### src/rtl/fp_operand_unpack.sv
// Purpose: unpack an IEEE-754 single-precision operand pair into class, unbiased exponent and explicit-hidden-bit significand.
// Latency: 1 cycle for non-subnormal pairs, 1 + ceil(max(lz)/STEP) when a subnormal must be normalized (7 max with STEP=4).
// Backpressure: results are held in FULL until out_ready_i; input is accepted in IDLE or in FULL while draining.
//
// Ports:
//   clk_i, rstn_i            clock, async active-low reset
//   in_valid_i/in_ready_o    input handshake for rs1_i, rs2_i, rm_i
//   out_valid_o/out_ready_i  output handshake for all registered outputs
//   rs*_o, rm_o              raw operands and rounding mode, passed through
//   rs*Exp_o                 10-bit signed unbiased exponent
//   rs*Sig_o                 24-bit significand, leading 1 at bit 23 once valid
//   rs*Class_o               one-hot class: [0]ZERO [1]SUB [2]NORM [3]INF [4]SNAN [5]QNAN
module fp_operand_unpack #(
   parameter int STEP = 4
) (
   input  logic               clk_i,
   input  logic               rstn_i,
   input  logic               in_valid_i,
   output logic               in_ready_o,
   input  logic [31:0]        rs1_i,
   input  logic [31:0]        rs2_i,
   input  logic [2:0]         rm_i,
   output logic               out_valid_o,
   input  logic               out_ready_i,
   output logic [31:0]        rs1_o,
   output logic [31:0]        rs2_o,
   output logic signed [9:0]  rs1Exp_o,
   output logic signed [9:0]  rs2Exp_o,
   output logic [23:0]        rs1Sig_o,
   output logic [23:0]        rs2Sig_o,
   output logic [5:0]         rs1Class_o,
   output logic [5:0]         rs2Class_o,
   output logic [2:0]         rm_o
);

   localparam int CLS_ZERO = 0;
   localparam int CLS_SUB  = 1;
   localparam int CLS_NORM = 2;
   localparam int CLS_INF  = 3;
   localparam int CLS_SNAN = 4;
   localparam int CLS_QNAN = 5;

   typedef enum logic [1:0] {
      IDLE = 2'd0,
      NORM = 2'd1,
      FULL = 2'd2
   } state_t;

   typedef struct packed {
      logic [5:0]        cls;
      logic signed [9:0] ex;
      logic [23:0]       sig;
   } opnd_t;

   // Leading-zero count of a 24-bit value; the highest set bit wins.
   function automatic logic [4:0] lzc24(input logic [23:0] v);
      lzc24 = 5'd24;
      for (int i = 0; i < 24; i++) begin
         if (v[i]) lzc24 = 5'(23 - i);
      end
   endfunction

   function automatic opnd_t unpack(input logic [31:0] x);
      logic [7:0]  e;
      logic [22:0] f;
      e = x[30:23];
      f = x[22:0];
      unpack.cls = '0;
      // E-127 also yields -127 for zero and +128 for INF/NaN.
      unpack.ex  = $signed({2'b00, e}) - 10'sd127;
      unpack.sig = {1'b1, f};
      if (e == 8'd0) begin
         unpack.sig = {1'b0, f};
         if (f == 23'd0) begin
            unpack.cls[CLS_ZERO] = 1'b1;
         end else begin
            unpack.cls[CLS_SUB] = 1'b1;
            unpack.ex           = -10'sd126;
         end
      end else if (e == 8'hFF) begin
         if (f == 23'd0)    unpack.cls[CLS_INF]  = 1'b1;
         else if (f[22])    unpack.cls[CLS_QNAN] = 1'b1;
         else               unpack.cls[CLS_SNAN] = 1'b1;
      end else begin
         unpack.cls[CLS_NORM] = 1'b1;
      end
   endfunction

   // Only subnormals are shifted: a ZERO operand has no leading 1 and
   // would otherwise never finish normalizing.
   function automatic opnd_t norm_step(input opnd_t o);
      logic [4:0] lz;
      logic [4:0] k;
      lz = 5'd0;
      k  = 5'd0;
      norm_step = o;
      if (o.cls[CLS_SUB] && !o.sig[23]) begin
         lz = lzc24(o.sig);
         k  = (lz > 5'(STEP)) ? 5'(STEP) : lz;
         norm_step.sig = o.sig << k;
         norm_step.ex  = o.ex - $signed({5'b00000, k});
      end
   endfunction

   function automatic logic is_done(input opnd_t o);
      is_done = !o.cls[CLS_SUB] || o.sig[23];
   endfunction

   state_t      state_q, state_d;
   opnd_t       op1_q, op1_d, op2_q, op2_d;
   logic [31:0] rs1_q, rs1_d, rs2_q, rs2_d;
   logic [2:0]  rm_q, rm_d;

   opnd_t       new1, new2, nrm1, nrm2;
   logic        load;

   assign in_ready_o = (state_q == IDLE) || ((state_q == FULL) && out_ready_i);
   assign load       = in_valid_i && in_ready_o;

   assign new1 = unpack(rs1_i);
   assign new2 = unpack(rs2_i);
   assign nrm1 = norm_step(op1_q);
   assign nrm2 = norm_step(op2_q);

   always_comb begin
      state_d = state_q;
      op1_d   = op1_q;
      op2_d   = op2_q;
      rs1_d   = rs1_q;
      rs2_d   = rs2_q;
      rm_d    = rm_q;
      unique case (state_q)
         IDLE: ;
         NORM: begin
            op1_d = nrm1;
            op2_d = nrm2;
            if (is_done(nrm1) && is_done(nrm2)) state_d = FULL;
         end
         FULL: begin
            if (out_ready_i) state_d = IDLE;
         end
         default: state_d = IDLE;
      endcase
      // A load in FULL overrides the drain-to-IDLE transition above.
      if (load) begin
         op1_d   = new1;
         op2_d   = new2;
         rs1_d   = rs1_i;
         rs2_d   = rs2_i;
         rm_d    = rm_i;
         state_d = (new1.cls[CLS_SUB] || new2.cls[CLS_SUB]) ? NORM : FULL;
      end
   end

   always_ff @(posedge clk_i or negedge rstn_i) begin
      if (!rstn_i) begin
         state_q <= IDLE;
         op1_q   <= '0;
         op2_q   <= '0;
         rs1_q   <= '0;
         rs2_q   <= '0;
         rm_q    <= '0;
      end else begin
         state_q <= state_d;
         op1_q   <= op1_d;
         op2_q   <= op2_d;
         rs1_q   <= rs1_d;
         rs2_q   <= rs2_d;
         rm_q    <= rm_d;
      end
   end

   assign out_valid_o = (state_q == FULL);
   assign rs1_o       = rs1_q;
   assign rs2_o       = rs2_q;
   assign rm_o        = rm_q;
   assign rs1Exp_o    = op1_q.ex;
   assign rs2Exp_o    = op2_q.ex;
   assign rs1Sig_o    = op1_q.sig;
   assign rs2Sig_o    = op2_q.sig;
   assign rs1Class_o  = op1_q.cls;
   assign rs2Class_o  = op2_q.cls;

endmodule
### config.mk
export PLATFORM = sky130hd
export DESIGN_NAME = fp_operand_unpack
export DESIGN_NICKNAME = d
export VERILOG_FILES = /design/src/rtl/fp_operand_unpack.sv
export SDC_FILE = /design/constraint.sdc
export NUM_CORES = 1
export LEC_CHECK = 0
export CAP_MARGIN = 20
export CORE_ASPECT_RATIO = 1.1
export CORE_UTILIZATION = 53
export DETAILED_ROUTE_END_ITERATION = 8
export MAX_ROUTING_LAYER = met4
export PLACE_DENSITY_LB_ADDON = 0.25
export SLEW_MARGIN = 20
export SYNTH_ARGS = -nofsm -noshare
export SYNTH_HDL_FRONTEND = slang
export SYNTH_SLANG_ARGS = --single-unit
export TNS_END_PERCENT = 10
### constraint.sdc
create_clock -name clk_i -period 7.9 [get_ports clk_i]
set_clock_uncertainty 0.15 [all_clocks]
set_input_delay 1.975 -clock clk_i [delete_from_list [all_inputs] [get_ports clk_i]]
set_output_delay 1.975 -clock clk_i [all_outputs]
set_load 0.03 [all_outputs]
==> summary.txt <==
Timing
  – Crit share post-route: 0.688
  – Worst Max-Slew Pin Slew: about 1.0 ns
  – Fin. Hold Viols: 0
  – Slew Viols, Final: 0
  – Max frequency: 0.184 GHz
  – # setup viols final: 0
  – Final TNS setup: 0 ns
  – RSZ-0062 raised after global routing: no
  – Fin crit period: 5.43 ns
  – Slew HR: 0.326

Job
  – Max Cap Viol: 0

Logic synthesis
  – Synthesized area: 8170 um2
  – Top-area cell type share of the netlist area: 0.457
  – Synth cell types: 64
  – Sequential area share after synthesis: 0.457
  – Mapped Cells: around 900
  – Ys flop type: dfrtp_1
  – Area contributors post-synth: dfrtp_1 46%, nand2_1 12%, mux2i_1 4.9%
  – YS warnings: 0
  – Syn Area/Cell: about 9.0 um2
  – EDFF count, synth: 0
  – Ys async rst share: 1.00
  – Post-synth top area cell: dfrtp_1
  – Number of synthesized register bits: 149

Drt
  – Routed wire length: 24,400 um
  – DR vias/cell: roughly 6
  – Post-DRT Antenna Nets: 0
  – Starting DRT DRC Count: 692
  – Via count: between 7,000 and 8,000
  – DR DRC count: 0
  – Avg WL per Cell: between 15 and 20 um
  – TritonRoute pass-1 iters: 7

Power and ir drop
  – Leak Pwr: just under 5 nW
  – Pwr/cell area: roughly 230 nW/um2
  – Worst VDD drop: about 0.00012 V

Cells and area
  – Sequential cell area: between 3000 and 4000 um2
  – Nets: 1,189
  – Area grow syn2layout: 35.3%
  – Most common cell after layout, fill and taps aside: nand2_1
  – Footprint of the multi-input gates: 4170 um2
  – Fill cell count: between 1,000 and 1,500
  – Diodes inserted: 0
  – Cell Count, Final, Fillers Out: between 1,000 and 1,500
  – Layout cells sized above 1: 0.0655
  – Leading cell types in the layout, fill and taps excluded: 268 x nand2_1, 218 x clkdlybuf4s50_1, 149 x dfrtp_1, 43 x nor2_1, 42 x nand3_1

Clock network
  – Worst-Skew Late Latency: roughly 0.44 ns
  – Clk buf depth: 2
  – CTS tree: done
  – Setup Fix Bufs, Post-CTS: 0
  – CTS Hold Bufs: 0
  – Number of CTS-inserted buffers: 17
  – CTS Sinks: 149
  – Root Driver: clkbuf_16
  – CTS resizes: 0
  – Htree depth: 4
  – Reg clk slew, reported paths: ~0.060 ns

Floorplanning
  – Die height: between 100 and 150 um
  – Width of the die: about 120 um
  – DIE AREA: between 15,000 and 20,000 um2
  – Starting Density: 0.542
  – Core footprint: approximately 15,000 um2
  – I/O pins: 220
  – Row count: 47

Global routing
  – Initial antenna violation count: 0
  – Largest net degree at the start of global routing: between 90 and 100
  – Tot GR Track Use: 0.324
  – Grt ovf: 0
  – Vias in the first global route: 7,651
  – Global-route wire length before repair: about 39,000 um

Critical path
  – Critical path required time: between 5 and 6 ns
  – CP max FO: 2
  – CP Capture Type: output pin
  – Critical path class: in -> out
  – Crit path arrival time: approximately 3.3 ns
  – Startpoint class of the critical path: input port

Placement
  – Dpl hpwl: about 17,000 um
  – Placed cell count: around 1,300
  – PortBufs: ~220
  – RD Place Congestion: roughly 0.92

Min path
  – HP Class: reg -> reg

Outcome
  – Run status: finished, final reports clean
## where the power goes
group / total [mW] / switching, mW / internal (mW)
Sequential: 0.976 / 0.114 / 0.862
Clock: 0.791 / 0.333 / 0.458
Combinational: 0.778 / 0.457 / 0.321
Total: 2.54 / 0.903 / 1.64
## logic make-up after synthesis
family          Yosys count  synth area share
other cells               1          0.000459
xor+xnor                 17            0.0182
mux                      55            0.0849
fa+ha+maj                16            0.0264
flops                   149             0.457
buf+inv                  71            0.0371
simple gates            423             0.224
compound gates          171             0.153
## cells in the mapped netlist, types with 8 or more instances
cell type / n
a21oi_1: 16
a222oi_1: 8
a22oi_1: 22
buf_2: 14
clkbuf_1: 27
dfrtp_1: 149
ha_1: 14
inv_1: 20
mux2i_1: 40
mux4_2: 11
nand2_1: 269
nand3_1: 42
nor2_1: 44
nor3_1: 18
nor4_1: 14
o211ai_1: 8
o21ai_0: 40
xor2_1: 13
## routing by layer
layer | wire, um | track usage
met1 | 9900 | 0.402
met2 | 12300 | 0.527
met3 | 1600 | 0.0571
met4 | 651 | 0.126
met5 | 0 | -
## metrics by stage
stage | cell area (um2) | setup WS (ns) | utilization | hold WS [ns] | power [mW]
after floorplan | 8180 | 3.27 | - | 0.496 | 1.41
after global placement | 10500 | 2.47 | 0.696 | 0.300 | 1.74
after detailed placement | 10500 | 2.47 | 0.696 | 0.311 | 1.76
after CTS | 11000 | 2.46 | 0.734 | 0.327 | 2.55
after global routing | 11000 | 2.40 | 0.734 | 0.339 | 2.65
final | 11000 | 2.47 | 0.734 | 0.319 | 2.54
## registers in the layout, indices dropped and copies added, names as in the netlist
register	flops
rm_o	3
rs1Class_o	6
rs1Exp_o	10
rs1Sig_o	24
rs1_o	32
rs2Class_o	6
rs2Exp_o	10
rs2Sig_o	24
rs2_o	32
state_q	2
## cell type report
class	instances	area share
multi-input combinational	686	0.377
inverter	21	0.00714
clock buffer	21	0.0426
tap	196	0.0222
clock inverter	11	0.00929
timing repair buffer	227	0.204
sequential	149	0.338
## worst max-delay path: stages
cell and delay (ns):
clkdlybuf4s50_1 0.47, inv_1 0.05, a21oi_1 0.13, clkdlybuf4s50_1 0.68
## final timing paths
check                      depth (start not counted)  slack (ns)                      start                         to
max                                                4        2.47                out_ready_i                 in_ready_o
min                                                2        0.32  rs1Class_o[2]$_DFFE_PN0P_  rs1Class_o[2]$_DFFE_PN0P_
max reg2reg                                       10        4.53   rs1Sig_o[20]$_DFFE_PN0P_    rs1Exp_o[7]$_DFFE_PN0P_
min reg2reg                                        2        0.32  rs1Class_o[2]$_DFFE_PN0P_  rs1Class_o[2]$_DFFE_PN0P_
max in group asynchronous                          2        4.89                     rstn_i   rs1Sig_o[22]$_DFFE_PN0P_
min in group asynchronous                          1        1.44                     rstn_i      rs2_o[25]$_DFFE_PN0P_
Note: power is estimated with default switching activity, not from simulation.
